`src/rtl/uart_frame_dispatch.sv`:
```
// uart_frame_dispatch
//   Parses framed bytes from a UART byte receiver and writes a channel word
//   register when a frame is well formed.
//   Frame layout: HDR_BYTE, channel index, DATA_BYTES payload bytes (MSB
//   first), then a checksum equal to the mod-256 sum of channel and payload.
//   A bad checksum, an out-of-range channel, or an inter-byte gap that is
//   too long all reject the frame and pulse frame_err.
// Ports
//   sys_clk    in   system clock, rising edge
//   sys_rst    in   synchronous active-high reset
//   rx_data    in   received byte
//   rx_valid   in   one-cycle strobe qualifying rx_data
//   ch_words   out  NUM_CH words of WORD_W bits, channel k at [k*WORD_W +: WORD_W]
//   ch_update  out  one-cycle pulse on the channel that was just written
//   frame_err  out  one-cycle pulse on a rejected or timed-out frame
//   err_cnt    out  saturating count of frame_err pulses
//   busy       out  high while a frame is in progress
module uart_frame_dispatch #(
    parameter int          NUM_CH      = 2,
    parameter int          WORD_W      = 16,
    parameter int          TIMEOUT_CYC = 156250,
    parameter logic [7:0]  HDR_BYTE    = 8'hAA
) (
    input  logic                       sys_clk,
    input  logic                       sys_rst,
    input  logic [7:0]                 rx_data,
    input  logic                       rx_valid,
    output logic [NUM_CH*WORD_W-1:0]   ch_words,
    output logic [NUM_CH-1:0]          ch_update,
    output logic                       frame_err,
    output logic [7:0]                 err_cnt,
    output logic                       busy
);

    localparam int DATA_BYTES = WORD_W / 8;
    localparam int CNT_W      = $clog2(TIMEOUT_CYC + 1);
    localparam int BCNT_W     = $clog2(DATA_BYTES + 1);

    typedef enum logic [1:0] {IDLE, CHAN, DATA, CSUM} state_t;

    state_t                          state_q;
    logic [7:0]                      chan_q;
    logic [7:0]                      sum_q;
    logic [BCNT_W-1:0]               bcnt_q;
    logic [WORD_W-1:0]               shreg_q;
    logic [CNT_W-1:0]                tmo_q;
    logic [NUM_CH-1:0][WORD_W-1:0]   ch_words_q;
    logic [NUM_CH-1:0]               ch_update_q;
    logic                            frame_err_q;
    logic [7:0]                      err_cnt_q;

    logic tmo_hit;
    logic csum_byte;
    logic csum_ok;
    logic err_evt;

    always_comb begin
        // A byte arriving on the timeout cycle wins over the timeout.
        tmo_hit   = (state_q != IDLE) && !rx_valid && (tmo_q == CNT_W'(TIMEOUT_CYC - 1));
        csum_byte = rx_valid && (state_q == CSUM);
        csum_ok   = csum_byte && (rx_data == sum_q) && ({1'b0, chan_q} < 9'(NUM_CH));
        err_evt   = tmo_hit || (csum_byte && !csum_ok);
    end

    always_ff @(posedge sys_clk) begin
        if (sys_rst) begin
            state_q     <= IDLE;
            chan_q      <= '0;
            sum_q       <= '0;
            bcnt_q      <= '0;
            shreg_q     <= '0;
            tmo_q       <= '0;
            ch_words_q  <= '0;
            ch_update_q <= '0;
            frame_err_q <= 1'b0;
            err_cnt_q   <= '0;
        end else begin
            ch_update_q <= '0;
            frame_err_q <= err_evt;

            if (err_evt && err_cnt_q != 8'hFF)
                err_cnt_q <= err_cnt_q + 8'd1;

            // Gap counter: zero in IDLE, on any byte, and when a timeout fires.
            if (rx_valid || state_q == IDLE || tmo_hit)
                tmo_q <= '0;
            else
                tmo_q <= tmo_q + CNT_W'(1);

            if (tmo_hit) begin
                state_q <= IDLE;
            end else if (rx_valid) begin
                case (state_q)
                    IDLE: begin
                        if (rx_data == HDR_BYTE)
                            state_q <= CHAN;
                    end
                    CHAN: begin
                        chan_q  <= rx_data;
                        sum_q   <= rx_data;
                        bcnt_q  <= '0;
                        state_q <= DATA;
                    end
                    DATA: begin
                        shreg_q <= (shreg_q << 8) | WORD_W'(rx_data);
                        sum_q   <= sum_q + rx_data;
                        bcnt_q  <= bcnt_q + BCNT_W'(1);
                        if (bcnt_q == BCNT_W'(DATA_BYTES - 1))
                            state_q <= CSUM;
                    end
                    CSUM: begin
                        // csum_ok already guarantees chan_q < NUM_CH.
                        for (int k = 0; k < NUM_CH; k++) begin
                            if (csum_ok && chan_q == 8'(k)) begin
                                ch_words_q[k]  <= shreg_q;
                                ch_update_q[k] <= 1'b1;
                            end
                        end
                        state_q <= IDLE;
                    end
                    default: state_q <= IDLE;
                endcase
            end
        end
    end

    assign ch_words  = ch_words_q;
    assign ch_update = ch_update_q;
    assign frame_err = frame_err_q;
    assign err_cnt   = err_cnt_q;
    assign busy      = (state_q != IDLE);

endmodule
```
`config.mk`:
```
export PLATFORM = sky130hd
export DESIGN_NAME = uart_frame_dispatch
export DESIGN_NICKNAME = d
export VERILOG_FILES = /design/src/rtl/uart_frame_dispatch.sv
export SDC_FILE = /design/constraint.sdc
export NUM_CORES = 1
export LEC_CHECK = 0
export ABC_AREA = 1
export CAP_MARGIN = 20
export CORE_MARGIN = 2
export CORE_UTILIZATION = 40
export CTS_BUF_LIST = sky130_fd_sc_hd__clkbuf_4 sky130_fd_sc_hd__clkbuf_8 sky130_fd_sc_hd__clkbuf_16
export DETAILED_ROUTE_END_ITERATION = 12
export HOLD_SLACK_MARGIN = 0.05
export SYNTH_ARGS = -nofsm -noshare
export SYNTH_HDL_FRONTEND = slang
export SYNTH_SLANG_ARGS = --single-unit
```
`constraint.sdc`:
```
create_clock -name sys_clk -period 1.9 [get_ports sys_clk]
set_input_delay 0.38 -clock sys_clk [delete_from_list [all_inputs] [get_ports sys_clk]]
set_output_delay 0.38 -clock sys_clk [all_outputs]
set_load 0.01 [all_outputs]
```
# ---- After elaboration in Yosys (flattened, before gate mapping)
# Index checks and enable logic that the tools add are counted.
dict set report classes {
  n_addsub 4
  magnitude_cmp 1
  eq_ne 11
  n_mux 7
  n_bitwise 4
  reduce_logical 27
}
# operator n
set ops {}
lappend ops {{adder 18 x 1 -> 18 bit, second input constant} 1}
lappend ops {{equality test 18 bit, second input constant} 1}
lappend ops {{bitwise OR 16 x 8 -> 16 bit} 1}
lappend ops {{case mux 8 bit (2 select lines)} 1}
lappend ops {{AND reduction 3 bit} 4}
lappend ops {{logical AND 1 bit} 9}
lappend ops {{adder 8 x 1 -> 8 bit, second input constant} 1}
lappend ops {{adder 8 bit} 1}
lappend ops {{equality test 8 x 1 -> 1 bit, second input constant} 1}
lappend ops {{equality test 8 bit} 1}
lappend ops {{equality test 8 bit, second input constant} 1}
lappend ops {{zero test 8 bit} 1}
lappend ops {{< comparator 8 x 2 -> 1 bit, second input constant} 1}
lappend ops {{!= test 8 bit, second input constant} 1}
lappend ops {{case mux 2 bit (4 select lines)} 1}
lappend ops {{AND reduction 4 bit} 2}
lappend ops {{equality test 2 x 1 -> 1 bit, second input constant} 2}
lappend ops {{equality test 2 bit, second input constant} 2}
lappend ops {{2-to-1 mux 2 bit} 2}
lappend ops {{case mux 2 bit (2 select lines)} 1}
lappend ops {{nonzero test 2 bit} 2}
lappend ops {{OR reduction 2 bit} 2}
lappend ops {{OR reduction 4 bit} 1}
lappend ops {{logical OR 1 bit} 3}
lappend ops {{7 further kinds} 11}
dict set report totals {
  reg_bits 97
  inputBits 11
  output_inout_bits 44
  word_cells 65
}

# ---- Longest topological paths before layout
# Gate-level depths: netlist of the first run.
dict set report depth {
  ltp_word 8
  depth_mapped 12
  ltp_nobuf 12
}

# ---- Worst setup path before layout of the first run
# Ideal clock, no wire load.
dict set report synth_timing {
  kind {input -> register}
  start {in rx_data[3]}
  end {reg ch_words_q (netlist bit ch_words[22])}
  setup_time_ps 146
  arrival_time_ps 1596
  required_time_ps 1754
  setup_slack_ps 157
  stages 8
  path_buffers 1
  cell_sequence {ha_1 nor2_1 nand2_1 nor2_1 nand3_4 nor2_4 buf_4 a211oi_2}
}
dict set report synth_via {
  elab_chain_len 5
}
# element line_no
set synth_rtl {}
lappend synth_rtl {{start, declared} 26} ;# input logic [7:0] rx_data,
lappend synth_rtl {{equality test 8 bit} 61} ;# csum_ok = csum_byte && (rx_data == sum_q) && ({1'b0, chan_q} < 9'(NUM_CH));
lappend synth_rtl {{logical AND 1 bit (2 in a row)} 61}
lappend synth_rtl {{logical AND 1 bit} 114} ;# if (csum_ok && chan_q == 8'(k)) begin
lappend synth_rtl {{AND reduction 4 bit (no source line)} -}
lappend synth_rtl {{end signal, assigned by index} 115} ;# ch_words_q[k] <= shreg_q;
lappend synth_rtl {{end, declared} 47} ;# logic [NUM_CH-1:0][WORD_W-1:0] ch_words_q;
# Every way passes these cells.
# A chain may end at the register's enable or synchronous reset.

# ---- Worst setup path in the final report of the first run
dict set report layout_timing {
  start {reg sum_q[5]}
  end {reg ch_words_q (netlist bit ch_words[22])}
}
dict set report layout_via {
  elab_chain_len 5
}
# element line_no
set layout_rtl {}
lappend layout_rtl {{start, declared} 43} ;# logic [7:0] sum_q;
lappend layout_rtl {{start signal, assigned} 100} ;# sum_q <= rx_data;
lappend layout_rtl {{start signal, assigned} 106} ;# sum_q <= sum_q + rx_data;
lappend layout_rtl {{equality test 8 bit} 61}
lappend layout_rtl {{logical AND 1 bit (2 in a row)} 61}
lappend layout_rtl {{logical AND 1 bit} 114}
lappend layout_rtl {{AND reduction 4 bit (no source line)} -}
# Every way passes these cells.

==> results of run 1 <==
## worst max-delay path, stage by stage, from the launching register on
cell and delay, ns:
dfxtp_2 0.34, ha_4 0.24, nor2_1 0.12, nand2_1 0.09
nor2_4 0.14, nand3_4 0.11, nor2_4 0.19, buf_6 0.14
bufbuf_16 0.26, a211oi_2 0.06
## routing by layer
layer	track usage [%]	wire, µm
met5	0	0
met4	6.607	145
met3	3.939	420
met2	33.35	5493
met1	24.75	5274
## sequential cells by signal (all words and copies together) (netlist names)
signal     flops
bcnt_q         2
state_q        2
ch_words      32
chan_q         8
tmo_q         18
shreg_q       16
err_cnt        8
ch_update      2
frame_err      1
sum_q          8
## placed cells by master, fill, tap and decap left out, types with 5 or more instances in the layout
master	n
nand4_1	7
dfxtp_1	90
nor2_1	84
xor2_1	7
dfxtp_2	7
inv_1	62
ha_4	7
ha_1	8
nand2_1	78
dlygate4sd2_1	8
clkbuf_16	9
clkdlybuf4s50_1	45
o21ai_0	33
a21oi_1	59
buf_4	40
nor3_1	7
nand3_1	31
a211oi_2	28
buf_12	5
## final cells by class
cell class	count	area (µm²)
flip-flops and latches	97	1951
clock buffers	9	225.2
repair buffers	107	1134
multi-input cells	384	2302
inverters	64	240.2
clock inverters	7	61.31
fillers	1035	4847
well taps	140	175.2
## worst paths after layout
path	startpoint	end
worst min register to register	tmo_q[17]	tmo_q[17]
worst min-delay path	tmo_q[17]	tmo_q[17]
worst max-delay path	sum_q[5]	ch_words[22]
worst max register to register	sum_q[5]	ch_words[22]
## power groups by stage
stage / Combinational (mW) / Sequential (mW) / Clock [mW]
6_report: 0.440 / 2.11 / 1.78
5_1_grt: 0.495 / 2.11 / 1.89
4_1_cts: 0.439 / 2.11 / 1.81
3_5_place_dp: 0.418 / 2.14 / 0
3_3_place_gp: 0.413 / 2.14 / 0
2_1_floorplan: 0.247 / 2.14 / 0
## stage by stage
step | hold slack (ns) | worst slack (ns) | cells | instance area, µm² | power (mW)
after CTS | 0.4843 | 0.04779 | 807 | 6077 | 4.354
after floorplan | 0.4471 | 0.1573 | 567 | 4509 | 2.385
after global placement | 0.4584 | -0.4452 | 778 | 5426 | 2.556
final | 0.4777 | 0.06757 | 808 | 6088 | 4.322
after detailed placement | 0.4741 | -0.4769 | 778 | 5426 | 2.562
after global routing | 0.5045 | 0.003426 | 808 | 6088 | 4.499
## cells in the mapped netlist (4+ instances only)
cell type	count
xnor2_1	4
xor2_1	7
o21ai_0	33
nand2_1	78
nor3_1	7
ha_1	15
inv_1	62
nand4_1	7
a211oi_1	4
buf_6	4
a21oi_1	60
nor2_1	85
dfxtp_1	97
nand3_1	31
a211oi_2	28
clkbuf_1	12
## timing repair
action,in CTS,in global routing
buffers inserted,8,1
resized for setup,28,1
setup endpoints to repair,43,20
pin swaps,14,5
gates cloned,6,0
## cells by family after synthesis
kind of cell               count (synthesis)
and+or+nand+nor                          226
AOI/OAI and AO/OA                        131
DFF                                       97
buffers and inverters                     86
adders and majority gates                 16
xor gates and xnor gates                  11
==> out/results.ini, run 1 <==
[power]
p_seq_share_pct=48.7
power_density_nw_per_um2=709.8
p_switching_mw=1.146
combPwrFrac_pct=10.2
switching_share_pct=26.52
p_int_mw=3.175
leakagePower_nw=2.295
p_clk_share_pct=41.1
ir_drop_mv=0.5442

[flow_run]
max_cap_viol_count=0

[timing]
fmax_mhz=545.7
relSlewSlack_pct=56.46
clock_skew_ns=0.01135
hold_viol_final=0
rsz0062_at_grt=false
setup_violations=0
period_minus_slack_ns=1.832
drv_slew=0
worstMarginPinSlew_ns=0.6530
tns_ns=0
finalCritPeriodShare_pct=96.44

[drt]
antenna_left=0
wl_mm=11.33
drtIter0Drc=188
routedWlPerCell_um=14.03
drc_errors=0
dr_total_vias=4066
dr.pass1.iters=4
via_per_inst=5.032

[yosys]
ys_seq_area_share_pct=43.06
synth_xor_area_share_pct=2.137
synthTopCellsByArea=dfxtp_1 43%, a211oi_2 7.8%, nor2_1 7.1%
ys_ff_latch=97
synth_fa_ha_area_share_pct=4.606
ys_async_sr_fraction_pct=0
synth-edff-count=0
synthFlopType=dfxtp_1
avgSynthCellArea_um2=7.953
synth_warnings=0
synth.cell_area_um2=4509
synth_top_family_by_area=simple AND/OR/NAND/NOR gates
syn-num-nets=594
synth-compound-area-share_pct=19.76
synthDistinctLibCells=35
yosys.area_share.simple_pct=22.36
muxShareOfSynthArea_pct=0
synth_top_area_share_pct=43.06
netlist_instances=567
synth_top_cell_by_area=dfxtp_1

[clock_tree]
cts_tree=built
cts.sinks=97
clk_path_buf_depth=2
cts.clk_slew.worst_paths_ns=0.07
cts_root_buf=clkbuf_16
cts_made_buffers=9
ctsHoldBuffers=0
htreeDepth=3
clkLatencyLatePin_ns=0.35

[placed_design]
hpwlAfterDp_mm=7.532
place.gp.congestion=0.8365
io_buffers=54

[die]
rows=38
io_pins=55
die_area_um2=12140
die_h_um=110.2
die_x_um=110.2
core_region_area_um2=10940
floorplan.initialDensity_pct=41.24

[setup_path]
startpoint_type=flip-flop
r2r_cells=9
cp_data_arrival_time_ns=2.04
rrSetupSlack_ns=0.07
worstSetupPathType=flip-flop to flip-flop
worstPathRequired_ns=2.11
end_kind=flip-flop
worstPathMaxFanout=8

[global_routing]
grt_pass1_vias=3781
grt_pass1_wl_mm=18.18
antenna_found_initial=0
grt.total_usage_pct=19.59
grt_max_degree=46
gr-total-overflow=0

[layout]
post-route-util_pct=55.68
nets=690
diodes=0
layout-drive-gt1-share_pct=19.31
syn_to_final_growth_pct=35.02

[hold_path]
hold_depth=2
hold_path_class=flip-flop to flip-flop

[outcome]
status=finished, final reports clean

(Power assumes the default switching activity.)
==> run 2: changes to the inputs <==
SKIP_LAST_GASP = 1   (was not set)
==> results of run 2 <==
No change in the layout: final DEF, timing and power equal those of run 1.
==> run 3: changes to the inputs <==
SKIP_CTS_REPAIR_TIMING = 1   (was not set)
==> out/results.ini, run 3 (synthesized netlist as in run 1, its figures left out) <==
[clock_tree]
cts.sinks=97
cts_tree=built
cts_root_buf=clkbuf_16
cts.clk_slew.worst_paths_ns=0.07
htreeDepth=3
cts_made_buffers=9
clkLatencyLatePin_ns=0.35
clk_path_buf_depth=2

[layout]
layout-drive-gt1-share_pct=17.48
layout_common_cells=92 x dfxtp_1, 84 x nor2_1, 78 x nand2_1, 62 x inv_1, 60 x a21oi_1
largest_reg_flops=32
syn_to_final_growth_pct=30.55
diodes=0
final_common_cell=dfxtp_1
post-route-util_pct=53.83
final_cells=798
nets=680

[timing]
fmax_mhz=556.1
period_minus_slack_ns=1.798
drv_slew=0
worstMarginPinSlew_ns=0.6539
hold_viol_final=0
clock_skew_ns=0.01077
relSlewSlack_pct=56.41
setup_violations=0
finalCritPeriodShare_pct=94.64
rsz0062_at_grt=false

[setup_path]
worstPathMaxFanout=8
slowest_stage=dfxtp_1
crit_chain=ha_1 -> nor2_1 -> nand2_1 -> nor2_4 -> nand3_4 -> nor2_4 -> buf_12 -> nor2_1 -> a211oi_1
critPathMaxStageDelay_ns=0.33
cp_data_arrival_time_ns=2.06
end_kind=flip-flop
startpoint_type=flip-flop
worstSetupPathType=flip-flop to flip-flop
worstPathRequired_ns=2.16

[hold_path]
hold_path_class=flip-flop to flip-flop

[die]
die_x_um=110.2
io_pins=55
floorplan.initialDensity_pct=41.24
die_area_um2=12140
die_h_um=110.2
rows=38
core_region_area_um2=10940

[drt]
antenna_left=0
routedWlPerCell_um=13.29
dr_total_vias=3965
dr.pass1.iters=4
wl_mm=10.61
drtIter0Drc=161
drc_errors=0
via_per_inst=4.969

[global_routing]
grt.total_usage_pct=17.51
grt_max_degree=46
grt_pass1_wl_mm=16.48
antenna_found_initial=0
grt_pass1_vias=3582
gr-total-overflow=0

[power]
finalPower_mw=4.303
ir_drop_mv=0.4646
power_density_nw_per_um2=730.9
leakagePower_nw=2.261

[flow_run]
max_cap_viol_count=0

[placed_design]
place.gp.congestion=0.8365
dpl.cell_count=778
hpwlAfterDp_mm=7.532
io_buffers=54

[outcome]
status=finished, final reports clean

-- run 3: path summary, 6_finish.rpt --
check / startpoint / slack, ns / depth (start not counted) / end
setup reg to reg: sum_q[6] / 0.10 / 9 / ch_words[0]
hold / removal: tmo_q[17] / 0.48 / 2 / tmo_q[17]
hold reg to reg: tmo_q[17] / 0.48 / 2 / tmo_q[17]
setup / recovery: sum_q[6] / 0.10 / 9 / ch_words[0]
-- run 3: routing by layer --
layer | vias up | GRT usage [%] | wire, µm
li1 | 2053 | - | -
met1 | 1829 | 22.53 | 5081
met2 | 71 | 28.79 | 4958
met3 | 12 | 2.998 | 418
met4 | 0 | 7.768 | 148
met5 | - | 0 | 0
-- run 3: critical path: cells and delay by family, from the launching register on --
family          cells  cell delay [ns]
flops               1             0.33
compound gates      1             0.20
buf+inv             1             0.16
fa+ha+maj           1             0.31
simple gates        6             0.71
-- run 3: area by class of cell --
| type | instances | area, µm² |
|---|---|---|
| multi-input combinational | 384 | 2286 |
| fill | 1068 | 5049 |
| clock inverter | 7 | 61.31 |
| sequential | 97 | 1948 |
| tap | 140 | 175.2 |
| inverter | 64 | 240.2 |
| timing repair buffer | 97 | 950.9 |
| clock buffer | 9 | 225.2 |
-- run 3: power by group --
group | internal, mW | switching [mW] | total [mW]
Combinational | 0.184 | 0.257 | 0.441
Sequential | 2.08 | 0.0283 | 2.10
Clock | 0.915 | 0.842 | 1.76
-- run 3: per-stage QoR --
stage / setup WS [ns] / cell area (µm²) / TNS, ns / hold slack, ns
after floorplan: 0.1573 / 4509 / 0 / 0.4471
after global placement: -0.4452 / 5426 / -19.64 / 0.4584
after detailed placement: -0.4769 / 5426 / -19.72 / 0.4741
after CTS: -0.1574 / 5713 / -3.002 / 0.4843
after global routing: 0.001890 / 5887 / 0 / 0.5043
final: 0.1018 / 5887 / 0 / 0.4780
